[config.mk]
export PLATFORM = sky130hd
export DESIGN_NAME = golden_nonce_arbiter_flat
export DESIGN_NICKNAME = d
export VERILOG_FILES = /design/src/rtl/gn_arb_pkg.sv /design/src/rtl/golden_nonce_arbiter_if.sv /design/src/rtl/gn_fifo.sv /design/src/rtl/golden_nonce_arbiter.sv /design/src/flat_wrapper.sv
export SDC_FILE = /design/constraint.sdc
export NUM_CORES = 1
export LEC_CHECK = 0
export ABC_AREA = 1
export CAP_MARGIN = 10
export CORE_ASPECT_RATIO = 1.5
export CORE_UTILIZATION = 57
export DETAILED_ROUTE_END_ITERATION = 10
export DONT_BUFFER_PORTS = 1
export GPL_ROUTABILITY_DRIVEN = 0
export PLACE_DENSITY = 0.72
export SYNTH_ARGS = -nofsm -noshare
export SYNTH_HDL_FRONTEND = slang
export SYNTH_SLANG_ARGS = --single-unit
[constraint.sdc]
create_clock -name hash_clk -period 12.3 [get_ports hash_clk]
set_input_delay 3.69 -clock hash_clk [delete_from_list [all_inputs] [get_ports hash_clk]]
set_output_delay 3.69 -clock hash_clk [all_outputs]
set_load 0.01 [all_outputs]
[src/rtl/gn_arb_pkg.sv]
// Shared widths, the queue entry layout and a small round-robin helper
// used by the golden nonce arbiter and its result queue.
package gn_arb_pkg;

  localparam int NONCE_W = 32;
  localparam int CORE_W  = 4;
  localparam int ENTRY_W = NONCE_W + CORE_W;
  localparam int LEVEL_W = 5;
  localparam int OVF_W   = 8;
  localparam int OVF_MAX = 255;

  // One queued result: the source core index above its nonce.
  typedef struct packed {
    logic [CORE_W-1:0]  core;
    logic [NONCE_W-1:0] nonce;
  } gn_entry_t;

  // Index following idx in a ring of n cores.
  function automatic logic [CORE_W-1:0] next_core(input int idx, input int n);
    if (idx + 1 >= n) begin
      return '0;
    end
    return CORE_W'(idx + 1);
  endfunction

endpackage

[src/rtl/golden_nonce_arbiter_if.sv]
// Host-facing result port of the golden nonce arbiter: head entry plus pop.
interface golden_nonce_arbiter_if;
  import gn_arb_pkg::*;

  logic               out_valid;
  logic [NONCE_W-1:0] out_nonce;
  logic [CORE_W-1:0]  out_core;
  logic               out_ack;

  modport master (
    output out_valid,
    output out_nonce,
    output out_core,
    input  out_ack
  );

  modport slave (
    input  out_valid,
    input  out_nonce,
    input  out_core,
    output out_ack
  );

endinterface

[src/rtl/gn_fifo.sv]
// Synchronous first-word-fall-through FIFO holding granted results.
// Depth must be a power of two so the pointers wrap on their own.
module gn_fifo
  import gn_arb_pkg::*;
#(
  parameter int WIDTH = ENTRY_W,
  parameter int DEPTH = 4
) (
  input  logic               clk,
  input  logic               rst,
  input  logic               clear,
  input  logic               push,
  input  logic [WIDTH-1:0]   push_data,
  input  logic               pop,
  output logic [WIDTH-1:0]   head_data,
  output logic               full,
  output logic               empty,
  output logic [LEVEL_W-1:0] level
);

  localparam int PTR_W = $clog2(DEPTH);

  logic [WIDTH-1:0]   mem_q [DEPTH];
  logic [PTR_W-1:0]   wr_ptr_q, wr_ptr_d;
  logic [PTR_W-1:0]   rd_ptr_q, rd_ptr_d;
  logic [LEVEL_W-1:0] count_q, count_d;
  logic               do_push;
  logic               do_pop;

  assign full      = (count_q == LEVEL_W'(DEPTH));
  assign empty     = (count_q == '0);
  assign do_push   = push && !full && !clear;
  assign do_pop    = pop && !empty && !clear;
  assign head_data = mem_q[rd_ptr_q];
  assign level     = count_q;

  // Pointer and occupancy update; a clear empties the queue outright.
  always_comb begin
    wr_ptr_d = wr_ptr_q;
    rd_ptr_d = rd_ptr_q;
    count_d  = count_q;
    if (clear) begin
      wr_ptr_d = '0;
      rd_ptr_d = '0;
      count_d  = '0;
    end else begin
      if (do_push) begin
        wr_ptr_d = wr_ptr_q + PTR_W'(1);
      end
      if (do_pop) begin
        rd_ptr_d = rd_ptr_q + PTR_W'(1);
      end
      if (do_push && !do_pop) begin
        count_d = count_q + LEVEL_W'(1);
      end else if (!do_push && do_pop) begin
        count_d = count_q - LEVEL_W'(1);
      end
    end
  end

  // Control state registers with asynchronous reset to an empty queue.
  always_ff @(posedge clk or posedge rst) begin
    if (rst) begin
      wr_ptr_q <= '0;
      rd_ptr_q <= '0;
      count_q  <= '0;
    end else begin
      wr_ptr_q <= wr_ptr_d;
      rd_ptr_q <= rd_ptr_d;
      count_q  <= count_d;
    end
  end

  // Storage array; contents are only observed while the queue is non-empty.
  always_ff @(posedge clk) begin
    if (do_push) begin
      mem_q[wr_ptr_q] <= push_data;
    end
  end

endmodule

[src/rtl/golden_nonce_arbiter.sv]
// Collects golden nonces from several hash cores: each rising match loads a
// per-core pending slot, one slot per cycle is granted round-robin into a
// result queue, and results that arrive while their slot is still occupied
// are dropped and counted.
module golden_nonce_arbiter
  import gn_arb_pkg::*;
#(
  parameter int NUM_CORES  = 4,
  parameter int FIFO_DEPTH = 4
) (
  input  logic                         hash_clk,
  input  logic                         reset,
  input  logic                         flush,
  input  logic [NUM_CORES-1:0]         gn_match,
  input  logic [NONCE_W*NUM_CORES-1:0] gn_nonce,
  golden_nonce_arbiter_if.master       out_if,
  output logic [LEVEL_W-1:0]           fifo_level,
  output logic [OVF_W-1:0]             overflow_count
);

  logic [NUM_CORES-1:0] match_q, match_d;
  logic [NUM_CORES-1:0] pending_q, pending_d;
  logic [NUM_CORES-1:0] capture;
  logic [NONCE_W-1:0]   slot_q [NUM_CORES];
  logic [NONCE_W-1:0]   slot_d [NUM_CORES];
  logic [CORE_W-1:0]    rr_ptr_q, rr_ptr_d;
  logic [OVF_W-1:0]     ovf_q, ovf_d;

  logic                 grant_valid;
  logic [CORE_W-1:0]    grant_core;
  logic [NONCE_W-1:0]   grant_nonce;

  gn_entry_t            push_entry;
  gn_entry_t            head_entry;
  logic [ENTRY_W-1:0]   head_raw;
  logic                 fifo_full;
  logic                 fifo_empty;
  logic                 fifo_pop;

  assign match_d = gn_match;
  assign capture = gn_match & ~match_q;

  // Round-robin pick: first pending slot at or above rr_ptr, then wrap below it.
  // Nothing is granted into a queue that is full at the start of the cycle.
  always_comb begin
    grant_valid = 1'b0;
    grant_core  = '0;
    grant_nonce = '0;
    if (!fifo_full && !flush) begin
      for (int i = 0; i < NUM_CORES; i++) begin
        if (!grant_valid && pending_q[i] && (i >= int'(rr_ptr_q))) begin
          grant_valid = 1'b1;
          grant_core  = CORE_W'(i);
          grant_nonce = slot_q[i];
        end
      end
      for (int i = 0; i < NUM_CORES; i++) begin
        if (!grant_valid && pending_q[i] && (i < int'(rr_ptr_q))) begin
          grant_valid = 1'b1;
          grant_core  = CORE_W'(i);
          grant_nonce = slot_q[i];
        end
      end
    end
  end

  // Slot capture, grant release, drop accounting and pointer advance.
  always_comb begin
    int   drops;
    logic granted;
    pending_d = pending_q;
    slot_d    = slot_q;
    rr_ptr_d  = rr_ptr_q;
    ovf_d     = ovf_q;
    drops     = 0;
    granted   = 1'b0;
    if (flush) begin
      pending_d = '0;
      rr_ptr_d  = '0;
    end else begin
      if (grant_valid) begin
        rr_ptr_d = next_core(int'(grant_core), NUM_CORES);
      end
      for (int i = 0; i < NUM_CORES; i++) begin
        granted = grant_valid && (grant_core == CORE_W'(i));
        if (capture[i]) begin
          if (!pending_q[i] || granted) begin
            slot_d[i]    = gn_nonce[NONCE_W*i +: NONCE_W];
            pending_d[i] = 1'b1;
          end else begin
            drops = drops + 1;
          end
        end else if (granted) begin
          pending_d[i] = 1'b0;
        end
      end
      if (int'(ovf_q) + drops > OVF_MAX) begin
        ovf_d = OVF_W'(OVF_MAX);
      end else begin
        ovf_d = OVF_W'(int'(ovf_q) + drops);
      end
    end
  end

  // Arbiter state; the edge register resets high so a match that is already
  // asserted when reset releases is not mistaken for a new result.
  always_ff @(posedge hash_clk or posedge reset) begin
    if (reset) begin
      match_q   <= '1;
      pending_q <= '0;
      rr_ptr_q  <= '0;
      ovf_q     <= '0;
      for (int i = 0; i < NUM_CORES; i++) begin
        slot_q[i] <= '0;
      end
    end else begin
      match_q   <= match_d;
      pending_q <= pending_d;
      rr_ptr_q  <= rr_ptr_d;
      ovf_q     <= ovf_d;
      slot_q    <= slot_d;
    end
  end

  assign push_entry.core  = grant_core;
  assign push_entry.nonce = grant_nonce;
  assign fifo_pop         = out_if.out_ack && !fifo_empty;

  gn_fifo #(
    .WIDTH (ENTRY_W),
    .DEPTH (FIFO_DEPTH)
  ) u_fifo (
    .clk       (hash_clk),
    .rst       (reset),
    .clear     (flush),
    .push      (grant_valid),
    .push_data (push_entry),
    .pop       (fifo_pop),
    .head_data (head_raw),
    .full      (fifo_full),
    .empty     (fifo_empty),
    .level     (fifo_level)
  );

  assign head_entry       = gn_entry_t'(head_raw);
  assign out_if.out_valid = !fifo_empty;
  assign out_if.out_nonce = fifo_empty ? '0 : head_entry.nonce;
  assign out_if.out_core  = fifo_empty ? '0 : head_entry.core;
  assign overflow_count   = ovf_q;

endmodule

[src/flat_wrapper.sv]
// flat-port wrapper written by rule: the top's interface ports become plain ports
module golden_nonce_arbiter_flat import gn_arb_pkg::*;
#(
  parameter int NUM_CORES  = 4,
  parameter int FIFO_DEPTH = 4
)
  (hash_clk, reset, flush, gn_match, gn_nonce, fifo_level, overflow_count, out_if_out_valid, out_if_out_nonce, out_if_out_core, out_if_out_ack);
  golden_nonce_arbiter_if out_if_i ();
  input  logic hash_clk;
  input  logic reset;
  input  logic flush;
  input  logic [NUM_CORES-1:0] gn_match;
  input  logic [NONCE_W*NUM_CORES-1:0] gn_nonce;
  output logic [LEVEL_W-1:0] fifo_level;
  output logic [OVF_W-1:0] overflow_count;
  output wire logic [$bits(out_if_i.out_valid)-1:0] out_if_out_valid;
  output wire logic [$bits(out_if_i.out_nonce)-1:0] out_if_out_nonce;
  output wire logic [$bits(out_if_i.out_core)-1:0] out_if_out_core;
  input wire logic [$bits(out_if_i.out_ack)-1:0] out_if_out_ack;
  assign out_if_out_valid = out_if_i.out_valid;
  assign out_if_out_nonce = out_if_i.out_nonce;
  assign out_if_out_core = out_if_i.out_core;
  assign out_if_i.out_ack = out_if_out_ack;
  golden_nonce_arbiter #(.NUM_CORES(NUM_CORES), .FIFO_DEPTH(FIFO_DEPTH)) u_core (.hash_clk(hash_clk), .reset(reset), .flush(flush), .gn_match(gn_match), .gn_nonce(gn_nonce), .out_if(out_if_i), .fifo_level(fifo_level), .overflow_count(overflow_count));
endmodule
==> metrics.md, run 1 <==
| Metric | Value |
|---|---|
| Status | finished, final reports clean |
| Clk_lat worst skew | 540 ps |
| First-pass DRT Iterations | 5 |
| Avg Inst Size Synth | 9.258 µm² |
| Initial antenna violation count | 0 |
| Final Hold Fails | 0 |
| Static Leakage | 0.006592 µW |
| Post-DR vias/cell | 5.746 |
| Hpwl dp | 21.82 mm |
| First-pass GRT wire length | 54.73 mm |
| Wire length on met2 | 17.24 mm |
| Post-synth ARST share | 53.42% |
| Post-Syn Instances | 1,547 |
| Most numerous cell in the Yosys netlist | nor2_1 |
| Tot Pwr | 2974 µW |
| CTS tree | built |
| Sink Count | 292 |
| CTS buffer count | 27 |
| Overflow after GRT | 0 |
| Worst vdd ir | 0.1205 mV |
| Die footprint | 25,780 µm² |
| Final Critical Period | 7717 ps |
| Layout area overhead | 6.692% |
| Synth warn | 0 |
| Number of synthesized flops with an enable pin | 136 |
| Worst-path maximum fanout | 36 |
| Fin Hold WS | 502.8 ps |
| F_max | 0.1296 GHz |
| Post-Place Cells | 1,796 |
| Netlist cell types | 45 |
| Worst Setup Start Kind | input port |
| Post-Route WL | 34.34 mm |
| Sequential fraction of the synthesis area | 55.81% |
| Final TNS setup | 0 ps |
| Antenna diode count | 0 |
| Rel. slew slack | 24.37% |
| Vias in the first global route | 10,268 |
| Vias | 10,608 |
| Final Non-Filler Cells | 1,846 |
| Clock skew | 7.818 ps |
| Starting density of the core | 58.40% |
| Layout net count | 1,656 |
| Leading post-synthesis cells by cell area | edfxtp_1 (29%), dfrtp_1 (27%), a21oi_1 (6.0%), nor2_1 (5.8%), inv_1 (5.5%) |
| Setup CP Type | input port to register |
| Synth Cell Area | 14,320 µm² |
| Post-route ant nets | 0 |
| Met3 routed WL | 1.871 mm |
| Top sig layer | met4 |
| Die Width | 131.4 µm |
| Primary FF master, synth | dfrtp_1 |
| CTS Hold Bufs | 0 |
| Layout cell share with drive strength beyond 1 | 10.84% |
| Critical Path RT | 12,750 ps |
| Number of max-cap violations | 0 |
| Yosys reg bits | 292 |
| Root buffer cell | clkbuf_16 |
| Leading area contributor after synthesis | edfxtp_1 |
| FILL cells | 2,060 |
| Top cell type's share of synthesized area | 28.51% |
| Layout Utilization | 62.31% |
| Post-cts sizing count | 0 |
| Multi-input gate area | 5056 µm² |
| FP Rows | 70 |
| Die Ht | 196.1 µm |
| Deepest clock path buffer count | 3 |
| I/O pins | 186 |
| Metal-1 WL | 14.34 mm |
| H-tree depth | 1 |
| Cell area power density | 194.6 nW/µm² |
| Synth cell count leaders | nor2_1 (222), inv_1 (211), a21oi_1 (171), nand2_1 (166), o21ai_0 (155) |
| Crit path capture type | register |
| Finish-stage setup viols | 0 |
| Sequential cell area | 7994 µm² |
| Pin count of the biggest net entering global routing | 93 |
| Critical path's slowest cell | inv_2 |
| Slew @ Worst Pin | 1132 ps |
| DR DRC count | 0 |
| Core area | 24,520 µm² |
| Largest stage delay on the critical path | 540 ps |
| Post-CTS Setup Bufs | 0 |
| Clock Pin Slew Worst Setup and Hold Paths | 60 ps |
| Max Slew Vio Count | 0 |
| Final Cycle Share | 62.74% |
| Starting DRT DRC Count | 952 |
| GRT Overall Usage | 26.99% |
| DR WL/cell | 18.60 µm |
| Input/output buffers | 0 |
| Critical Path AT | 8170 ps |
| HP Class | register to register |
| RSZ-0062 raised after global routing | no |
[path summary, 6_finish.rpt]
path / start / end / slack [ps] / cells after the start
min in group asynchronous: reset / u_core.slot_q[98]$_DFFE_PP0P_ / 3170 / 1
max in group asynchronous: reset / u_core.slot_q[120]$_DFFE_PP0P_ / 7730 / 2
max: flush / u_core.overflow_count[2]$_DFFE_PP0N_ / 4580 / 25
min reg2reg: u_core.slot_q[11]$_DFFE_PP0P_ / u_core.slot_q[11]$_DFFE_PP0P_ / 500 / 2
min: u_core.slot_q[11]$_DFFE_PP0P_ / u_core.slot_q[11]$_DFFE_PP0P_ / 500 / 2
max reg2reg: u_core.rr_ptr_q[1]$_DFFE_PP0P_ / u_core.overflow_count[2]$_DFFE_PP0N_ / 6190 / 30
[metrics by stage]
stage	area (µm²)	setup WS (ps)
after CTS	15280	4586
final	15280	4583
after global routing	15280	4207
after detailed placement	14390	4024
after global placement	14390	4245
after floorplan	14330	4410
[cells in the final DEF (no fill, tap or decap), types with 7 or more instances in the layout]
master and instances:
clkbuf_16 27, o211ai_1 33, nand3_1 17, o21ai_2 65
edfxtp_1 136, o21ai_1 21, buf_4 14, dfrtp_1 151
nor2_1 216, a21oi_1 171, nand2_1 166, ha_1 17
inv_1 210, o21ai_0 155, inv_2 7, o221ai_1 31
[state kept, by name (all words and copies together) (netlist names)]
| name | flops |
|---|---|
| u_core.overflow_count | 8 |
| u_core.slot_q | 128 |
| u_core.match_q | 4 |
| u_core.u_fifo.rd_ptr_q | 2 |
| u_core.u_fifo.mem_q | 136 |
| u_core.u_fifo.wr_ptr_q | 2 |
| u_core.pending_q | 4 |
| u_core.rr_ptr_q | 3 |
| u_core.u_fifo.level | 5 |
[per-layer routing]
| metal | vias to the layer above | GRT usage [%] |
|---|---|---|
| met5 | - | 0 |
| met4 | 0 | 9.475 |
| met3 | 58 | 2.791 |
| met2 | 384 | 45.95 |
| met1 | 5100 | 36.06 |
| li1 | 5066 | - |
[where the power goes]
part | internal [µW] | switching (µW) | total [µW] | leakage (µW)
clock | 471 | 362 | 832 | 0.000413
combinational | 238 | 568 | 806 | 0.00307
sequential | 1240 | 96.3 | 1340 | 0.00311
total | 1950 | 1030 | 2970 | 0.00659
[kinds of logic (layout without fill, tap and decap cells)]
| kind of cell | after synthesis | count (layout) | synth area share [%] |
|---|---|---|---|
| flops | 292 | 292 | 55.81 |
| buf+inv | 310 | 284 | 9.199 |
| fa+ha+maj | 19 | 19 | 1.765 |
| xor+xnor | 6 | 6 | 0.3670 |
| simple gates | 433 | 433 | 12.54 |
| other cells | 1 | 2 | 0.02618 |
| mux | 1 | 1 | 0.07862 |
| compound gates | 485 | 485 | 20.21 |
[critical path, delay by kind of cell]
kind / cells / cell delay, ps
adders and majority gates: 4 / 1150
buffers and inverters: 7 / 1220
and+or+nand+nor: 10 / 1350
AOI/OAI and AO/OA: 4 / 770
[area by class of cell]
cell class              count  share of cell area, %
flip-flops and latches    292                  52.31
multi-input cells         946                  33.09
inverters                 220                  5.453
clock buffers              34                  4.855
well taps                 324                  2.653
clock inverters            16                 0.9498
repair buffers             14                 0.6878
Power figures use the tool's default switching activity.
==> run 2, diff against run 1 <==
clock period = 8 ns   (was 12.3 ns; I/O delays follow)
==> metrics.md, run 2 (synthesized netlist as in run 1, its figures left out) <==
| Metric | Value |
|---|---|
| FP Rows | 70 (unchanged) |
| Post-DP Area | 14,390 µm² (unchanged) |
| First-pass DRT Iterations | 5 (unchanged) |
| Layout area overhead | 6.517% (was 6.692%) |
| Die Ht | 196.1 µm (unchanged) |
| Rel. slew slack | 23.74% (was 24.37%) |
| Layout cell share with drive strength beyond 1 | 10.99% (was 10.84%) |
| Status | finished, final reports clean (unchanged) |
| DR DRC count | 0 (unchanged) |
| Worst r2r src | u_core.rr_ptr_q[1]$_DFFE_PP0P_ (unchanged) |
| RR Endpoint | u_core.overflow_count[2]$_DFFE_PP0N_ (unchanged) |
| Deepest clock path buffer count | 3 (unchanged) |
| F_max | 0.1557 GHz |
| Critical Path AT | 6870 ps (was 8170 ps) |
| Most common cell after layout, fill and taps aside | nor2_1 (unchanged) |
| CTS Hold Bufs | 0 (unchanged) |
| Critical Path RT | 8450 ps (was 12,750 ps) |
| Vias | 10,575 (was 10,608) |
| Post-cts sizing count | 0 (unchanged) |
| Worst Setup SP | flush (unchanged) |
| Largest Register | u_core.u_fifo.mem_q (unchanged) |
| GRT Overall Usage | 26.48% (was 26.99%) |
| Clock Pin Slew Worst Setup and Hold Paths | 70 ps (was 60 ps) |
| Starting density of the core | 58.40% (unchanged) |
| Layout net count | 1,655 (was 1,656) |
| Post-CTS Setup Bufs | 0 (unchanged) |
| FF-to-FF path depth | 30 (unchanged) |
| CTS tree | built (unchanged) |
| Slew @ Worst Pin | 1141 ps (was 1132 ps) |
| Setup CP Type | input port to register (unchanged) |
| Final Critical Period | 6421 ps |
| Final TNS setup | 0 ps (unchanged) |
| Vias in the first global route | 10,131 (was 10,268) |
| CTS buffer count | 26 (was 27) |
| Worst-path maximum fanout | 36 (unchanged) |
| Core area | 24,520 µm² (unchanged) |
| Max reg flops | 136 (unchanged) |
| Post-route cell area | 15,260 µm² (was 15,280 µm²) |
| Final Cycle Share | 80.27% |
| Max Slew Vio Count | 0 (unchanged) |
| Pin count of the biggest net entering global routing | 81 (was 93) |
| Final Hold Fails | 0 (unchanged) |
| Post-DR vias/cell | 5.735 (was 5.746) |
| Critical path endpoint | u_core.overflow_count[2]$_DFFE_PP0N_ (unchanged) |
| Input/output buffers | 0 (unchanged) |
| Die Width | 131.4 µm (unchanged) |
| RSZ-0062 raised after global routing | no (unchanged) |
| First-pass GRT wire length | 53.99 mm (was 54.73 mm) |
| Root buffer cell | clkbuf_16 (unchanged) |
| Clk_lat worst skew | 550 ps (was 540 ps) |
| Worst vdd ir | 0.1964 mV (was 0.1205 mV) |
| DR WL/cell | 18.42 µm (was 18.60 µm) |
| Sink Count | 292 (unchanged) |
| Reg2Reg Setup Slack | 1930 ps (was 6190 ps) |
| Clock skew | 31.81 ps (was 7.818 ps) |
| Post-Route WL | 33.97 mm (was 34.34 mm) |
| Worst Setup Start Kind | input port (unchanged) |
| Number of max-cap violations | 0 (unchanged) |
| H-tree depth | 1 (unchanged) |
| Antenna diode count | 0 (unchanged) |
| FILL cells | 2,052 (was 2,060) |
| Finish-stage setup viols | 0 (unchanged) |
| Crit path capture type | register (unchanged) |
| Cell area power density | 297.5 nW/µm² (was 194.6 nW/µm²) |
| Die footprint | 25,780 µm² (unchanged) |
| Hpwl dp | 21.53 mm (was 21.82 mm) |
| Overflow after GRT | 0 (unchanged) |
| HP Class | register to register (unchanged) |
| Post-route ant nets | 0 (unchanged) |
| Static Leakage | 0.006599 µW (was 0.006592 µW) |
| I/O pins | 186 (unchanged) |
| Starting DRT DRC Count | 912 (was 952) |
| Most frequent cells in the layout | nor2_1 (216), inv_1 (210), a21oi_1 (171) (unchanged) |
| Initial antenna violation count | 0 (unchanged) |
## run 2: cell types whose count changed in the layout (fill, tap and decap cells not counted), sizes merged
cell      delta
clkinv       +5
clkinvlp     -4
bufinv       -1
clkbuf       -1
inv          -1
## run 2: where the power goes
group | internal [µW] | total [µW] | switching [µW]
clock network | 685 | 1240 | 557
logic | 366 | 1230 | 869
registers | 1910 | 2060 | 156
## run 2: critical path: stages
cell,delay (ps)
inv_2,240
o21ai_1,200
inv_2,510
nand2_1,200
inv_1,190
ha_1,200
nand3_2,90
nand2_2,120
nor2_1,50
nand2_1,110
nand2_1,80
inv_1,60
ha_1,230
inv_1,60
nand2_1,40
nand2_1,80
inv_1,40
ha_1,280
o21ai_2,80
fa_1,430
o31ai_1,380
inv_1,100
nor3_1,270
nand3_1,260
o211ai_1,150
## run 2: worst min path at each step
stage / from / to / depth (start not counted)
CTS: u_core.slot_q[10]$_DFFE_PP0P_ / u_core.slot_q[10]$_DFFE_PP0P_ / 2
global route: u_core.slot_q[9]$_DFFE_PP0P_ / u_core.slot_q[9]$_DFFE_PP0P_ / 2
finish: u_core.slot_q[18]$_DFFE_PP0P_ / u_core.slot_q[18]$_DFFE_PP0P_ / 2
detailed placement: u_core.slot_q[0]$_DFFE_PP0P_ / u_core.slot_q[0]$_DFFE_PP0P_ / 2
floorplan: u_core.slot_q[10]$_DFFE_PP0P_ / u_core.slot_q[10]$_DFFE_PP0P_ / 2
global placement: u_core.slot_q[16]$_DFFE_PP0P_ / u_core.slot_q[16]$_DFFE_PP0P_ / 2
## run 2: final cells by class
class | count | area (µm²) | share of cell area, %
repair buffers | 14 | 105.1 | 0.6889
well taps | 324 | 405.4 | 2.657
inverters | 220 | 833.3 | 5.462
multi-input cells | 946 | 5056 | 33.14
clock buffers | 33 | 729.5 | 4.781
clock inverters | 15 | 132.6 | 0.8693
flip-flops and latches | 292 | 7994 | 52.40
## run 2: metrics by stage
step	utilization (%)	total power [µW]	setup slack [ps]	std cells	hold slack, ps
after floorplan	-	2977	1400	1548	466.4
after global placement	58.69	3278	1241	1796	481.5
after detailed placement	58.69	3318	1027	1796	487.2
after CTS	62.21	4562	1582	1844	506.1
after global routing	62.21	4792	1020	1844	528.4
final	62.21	4538	1579	1844	509.8
## run 2: per-layer routing
metal  GRT usage [%]  routed length, µm
met1           35.00              14320
met5               0                  0
met3           3.127               2057
met2           44.84              16390
met4           10.08               1199
==> run 3, diff against run 2 <==
PLACE_DENSITY = 0.75   (was 0.72)
clock period = 5.5 ns   (was 8 ns; I/O delays follow)
==> metrics.md, run 3 (synthesized netlist as in run 1, its figures left out) <==
| Metric | Value |
|---|---|
| Pin count of the biggest net entering global routing | 157 (was 81) |
| Grt peak-use layer | met2 (unchanged) |
| Post-DR vias/cell | 5.793 (was 5.735) |
| Reg2Reg Setup Slack | 600 ps (was 1930 ps) |
| DR WL/cell | 18.38 µm (was 18.42 µm) |
| First-pass GRT wire length | 54.32 mm (was 53.99 mm) |
| Place WS | 54.86 ps (was 1027 ps) |
| Vias | 10,735 (was 10,575) |
| HP Class | register to register (unchanged) |
| Largest Register | u_core.u_fifo.mem_q (unchanged) |
| Slew @ Worst Pin | 1140 ps (was 1141 ps) |
| Max reg flops | 136 (unchanged) |
| Worst Hold Depth | 2 (unchanged) |
| Met2 Use GR | 45.35% (was 44.84%) |
| Starting DRT DRC Count | 921 (was 912) |
| Final worst slack | 553.5 ps (was 1579 ps) |
| Tot Pwr | 6623 µW (was 4538 µW) |
| Final Cycle Share | 89.94% |
| Initial antenna violation count | 0 (unchanged) |
| Met3 usage | 3.359% (was 3.127%) |
| Max Slew Vio Count | 0 (unchanged) |
| H-tree depth | 1 (unchanged) |
| Cell area power density | 431.9 nW/µm² (was 297.5 nW/µm²) |
| Hpwl dp | 21.77 mm (was 21.53 mm) |
| Min-delay src | u_core.slot_q[16]$_DFFE_PP0P_ (was u_core.slot_q[18]$_DFFE_PP0P_) |
| Overflow after GRT | 0 (unchanged) |
| Largest stage delay on the critical path | 430 ps (was 510 ps) |
| Sink Count | 292 (unchanged) |
| Most frequent cells in the layout | nor2_1 (216), inv_1 (210), a21oi_1 (171) (unchanged) |
| Fin Hold WS | 506.9 ps (was 509.8 ps) |
| CTS buffer count | 26 (unchanged) |
| Clock skew | 17.41 ps (was 31.81 ps) |
| GRT Overall Usage | 26.72% (was 26.48%) |
| Antenna diode count | 0 (unchanged) |
| Final Hold Fails | 0 (unchanged) |
| Final TNS setup | 0 ps (unchanged) |
| Critical Path RT | 5930 ps (was 8450 ps) |
| Finish-stage setup viols | 0 (unchanged) |
| End point of the worst hold path | u_core.slot_q[16]$_DFFE_PP0P_ (was u_core.slot_q[18]$_DFFE_PP0P_) |
| Layout cell share with drive strength beyond 1 | 11.31% (was 10.99%) |
| Static Leakage | 0.006652 µW (was 0.006599 µW) |
| Rel. slew slack | 23.79% (was 23.74%) |
| Layout Utilization | 62.53% (was 62.21%) |
| Worst-path maximum fanout | 13 (was 36) |
| I/O pins | 186 (unchanged) |
| Most common cell after layout, fill and taps aside | nor2_1 (unchanged) |
| DR DRC count | 0 (unchanged) |
| Input/output buffers | 0 (unchanged) |
| FF-to-FF path depth | 29 (was 30) |
| FILL cells | 2,077 (was 2,052) |
| Status | finished, final reports clean (unchanged) |
| First-pass DRT Iterations | 5 (unchanged) |
| FP Rows | 70 (unchanged) |
| Layout area overhead | 7.067% (was 6.517%) |
| Critical path's slowest cell | fa_1 (was inv_2) |
| Setup CP Type | input port to register (unchanged) |
| Vias in the first global route | 10,511 (was 10,131) |
| RSZ-0062 raised after global routing | no (unchanged) |
| Worst Setup Start Kind | input port (unchanged) |
| Root buffer cell | clkbuf_16 (unchanged) |
| F_max | 0.2022 GHz |
| Critical Path AT | 5380 ps (was 6870 ps) |
| Crit path capture type | register (unchanged) |
| Worst vdd ir | 0.2918 mV (was 0.1964 mV) |
| Worst r2r src | u_core.pending_q[2]$_DFFE_PP0P_ (was u_core.rr_ptr_q[1]$_DFFE_PP0P_) |
| Post-CTS Setup Bufs | 0 (unchanged) |
| Die footprint | 25,780 µm² (unchanged) |
| Die Ht | 196.1 µm (unchanged) |
| Post-Route WL | 34.06 mm (was 33.97 mm) |
| Post-route ant nets | 0 (unchanged) |
| RR Endpoint | u_core.overflow_count[0]$_DFFE_PP0N_ (was u_core.overflow_count[2]$_DFFE_PP0N_) |
| Die Width | 131.4 µm (unchanged) |
| CTS tree | built (unchanged) |
| Met1 Usage GRT | 33.85% (was 35.00%) |
| Clk_lat worst skew | 530 ps (was 550 ps) |
| Starting density of the core | 58.40% (unchanged) |
| Layout net count | 1,664 (was 1,655) |
| Core area | 24,520 µm² (unchanged) |
| Clock Pin Slew Worst Setup and Hold Paths | 70 ps (about the same) |
| Deepest clock path buffer count | 3 (unchanged) |
| Final Critical Period | 4947 ps |
| Number of max-cap violations | 0 (unchanged) |
## run 3: cell count changes in the layout (fill, tap and decap cells not counted), moves of 2 or more
| cell | before | now |
|---|---|---|
| clkinv_2 | 5 | 7 |
| clkbuf_8 | 3 | 6 |
| clkinvlp_4 | 3 | 1 |
| clkbuf_1 | 2 | 6 |
| buf_4 | 14 | 21 |
| inv_6 | 2 | 0 |
| clkinv_4 | 3 | 0 |
## run 3: routing by layer
layer  part of all wire, %  wire, µm
met5                     0         0
met4                   4.3      1481
met3                   6.4      2184
met2                    49     16570
met1                    41     13820
## run 3: worst max-delay path, delay by kind of cell
family	cells	cell delay (ps)
simple gates	10	1310
compound gates	4	740
fa+ha+maj	4	1220
buf+inv	7	450
## run 3: layout make-up
cell class	instances	area [µm²]	share of cell area [%]
clock buffer	40	788.3	5.140
clock inverter	8	65.06	0.4243
inverter	220	832.0	5.426
timing repair buffer	23	188.9	1.232
sequential	292	7994	52.13
multi-input combinational	946	5061	33.00
tap	324	405.4	2.644
## run 3: worst max path at each step
stage | start | to | slack, ps | depth (start not counted)
2_1_floorplan | flush | u_core.overflow_count[2]$_DFFE_PP0N_ | 240 | 26
3_3_place_gp | flush | u_core.overflow_count[3]$_DFFE_PP0N_ | 300 | 25
3_5_place_dp | flush | u_core.overflow_count[0]$_DFFE_PP0N_ | 50 | 25
4_1_cts | u_core.pending_q[0]$_DFFE_PP0P_ | u_core.overflow_count[0]$_DFFE_PP0N_ | 530 | 27
5_1_grt | u_core.pending_q[2]$_DFFE_PP0P_ | u_core.overflow_count[0]$_DFFE_PP0N_ | 20 | 29
6_report | flush | u_core.overflow_count[0]$_DFFE_PP0N_ | 550 | 25
## run 3: repair_timing
item | in CTS | in global routing
hold buffers | 0 | 0
resized for setup | 0 | 1
setup endpoints to repair | 0 | 1
## run 3: metrics by stage
stage | cells | cell area [µm²]
global route | 1853 | 15330
global placement | 1805 | 14480
CTS | 1853 | 15330
finish | 1853 | 15330
detailed placement | 1805 | 14480
floorplan | 1548 | 14330
## run 3: where the power goes
part | switching, µW | total [µW] | internal (µW) | leakage (µW)
Combinational | 1280 | 1840 | 555 | 0.00312
Clock | 767 | 1800 | 1030 | 0.000429
Sequential | 211 | 2980 | 2770 | 0.00311
Total | 2260 | 6620 | 4360 | 0.00665
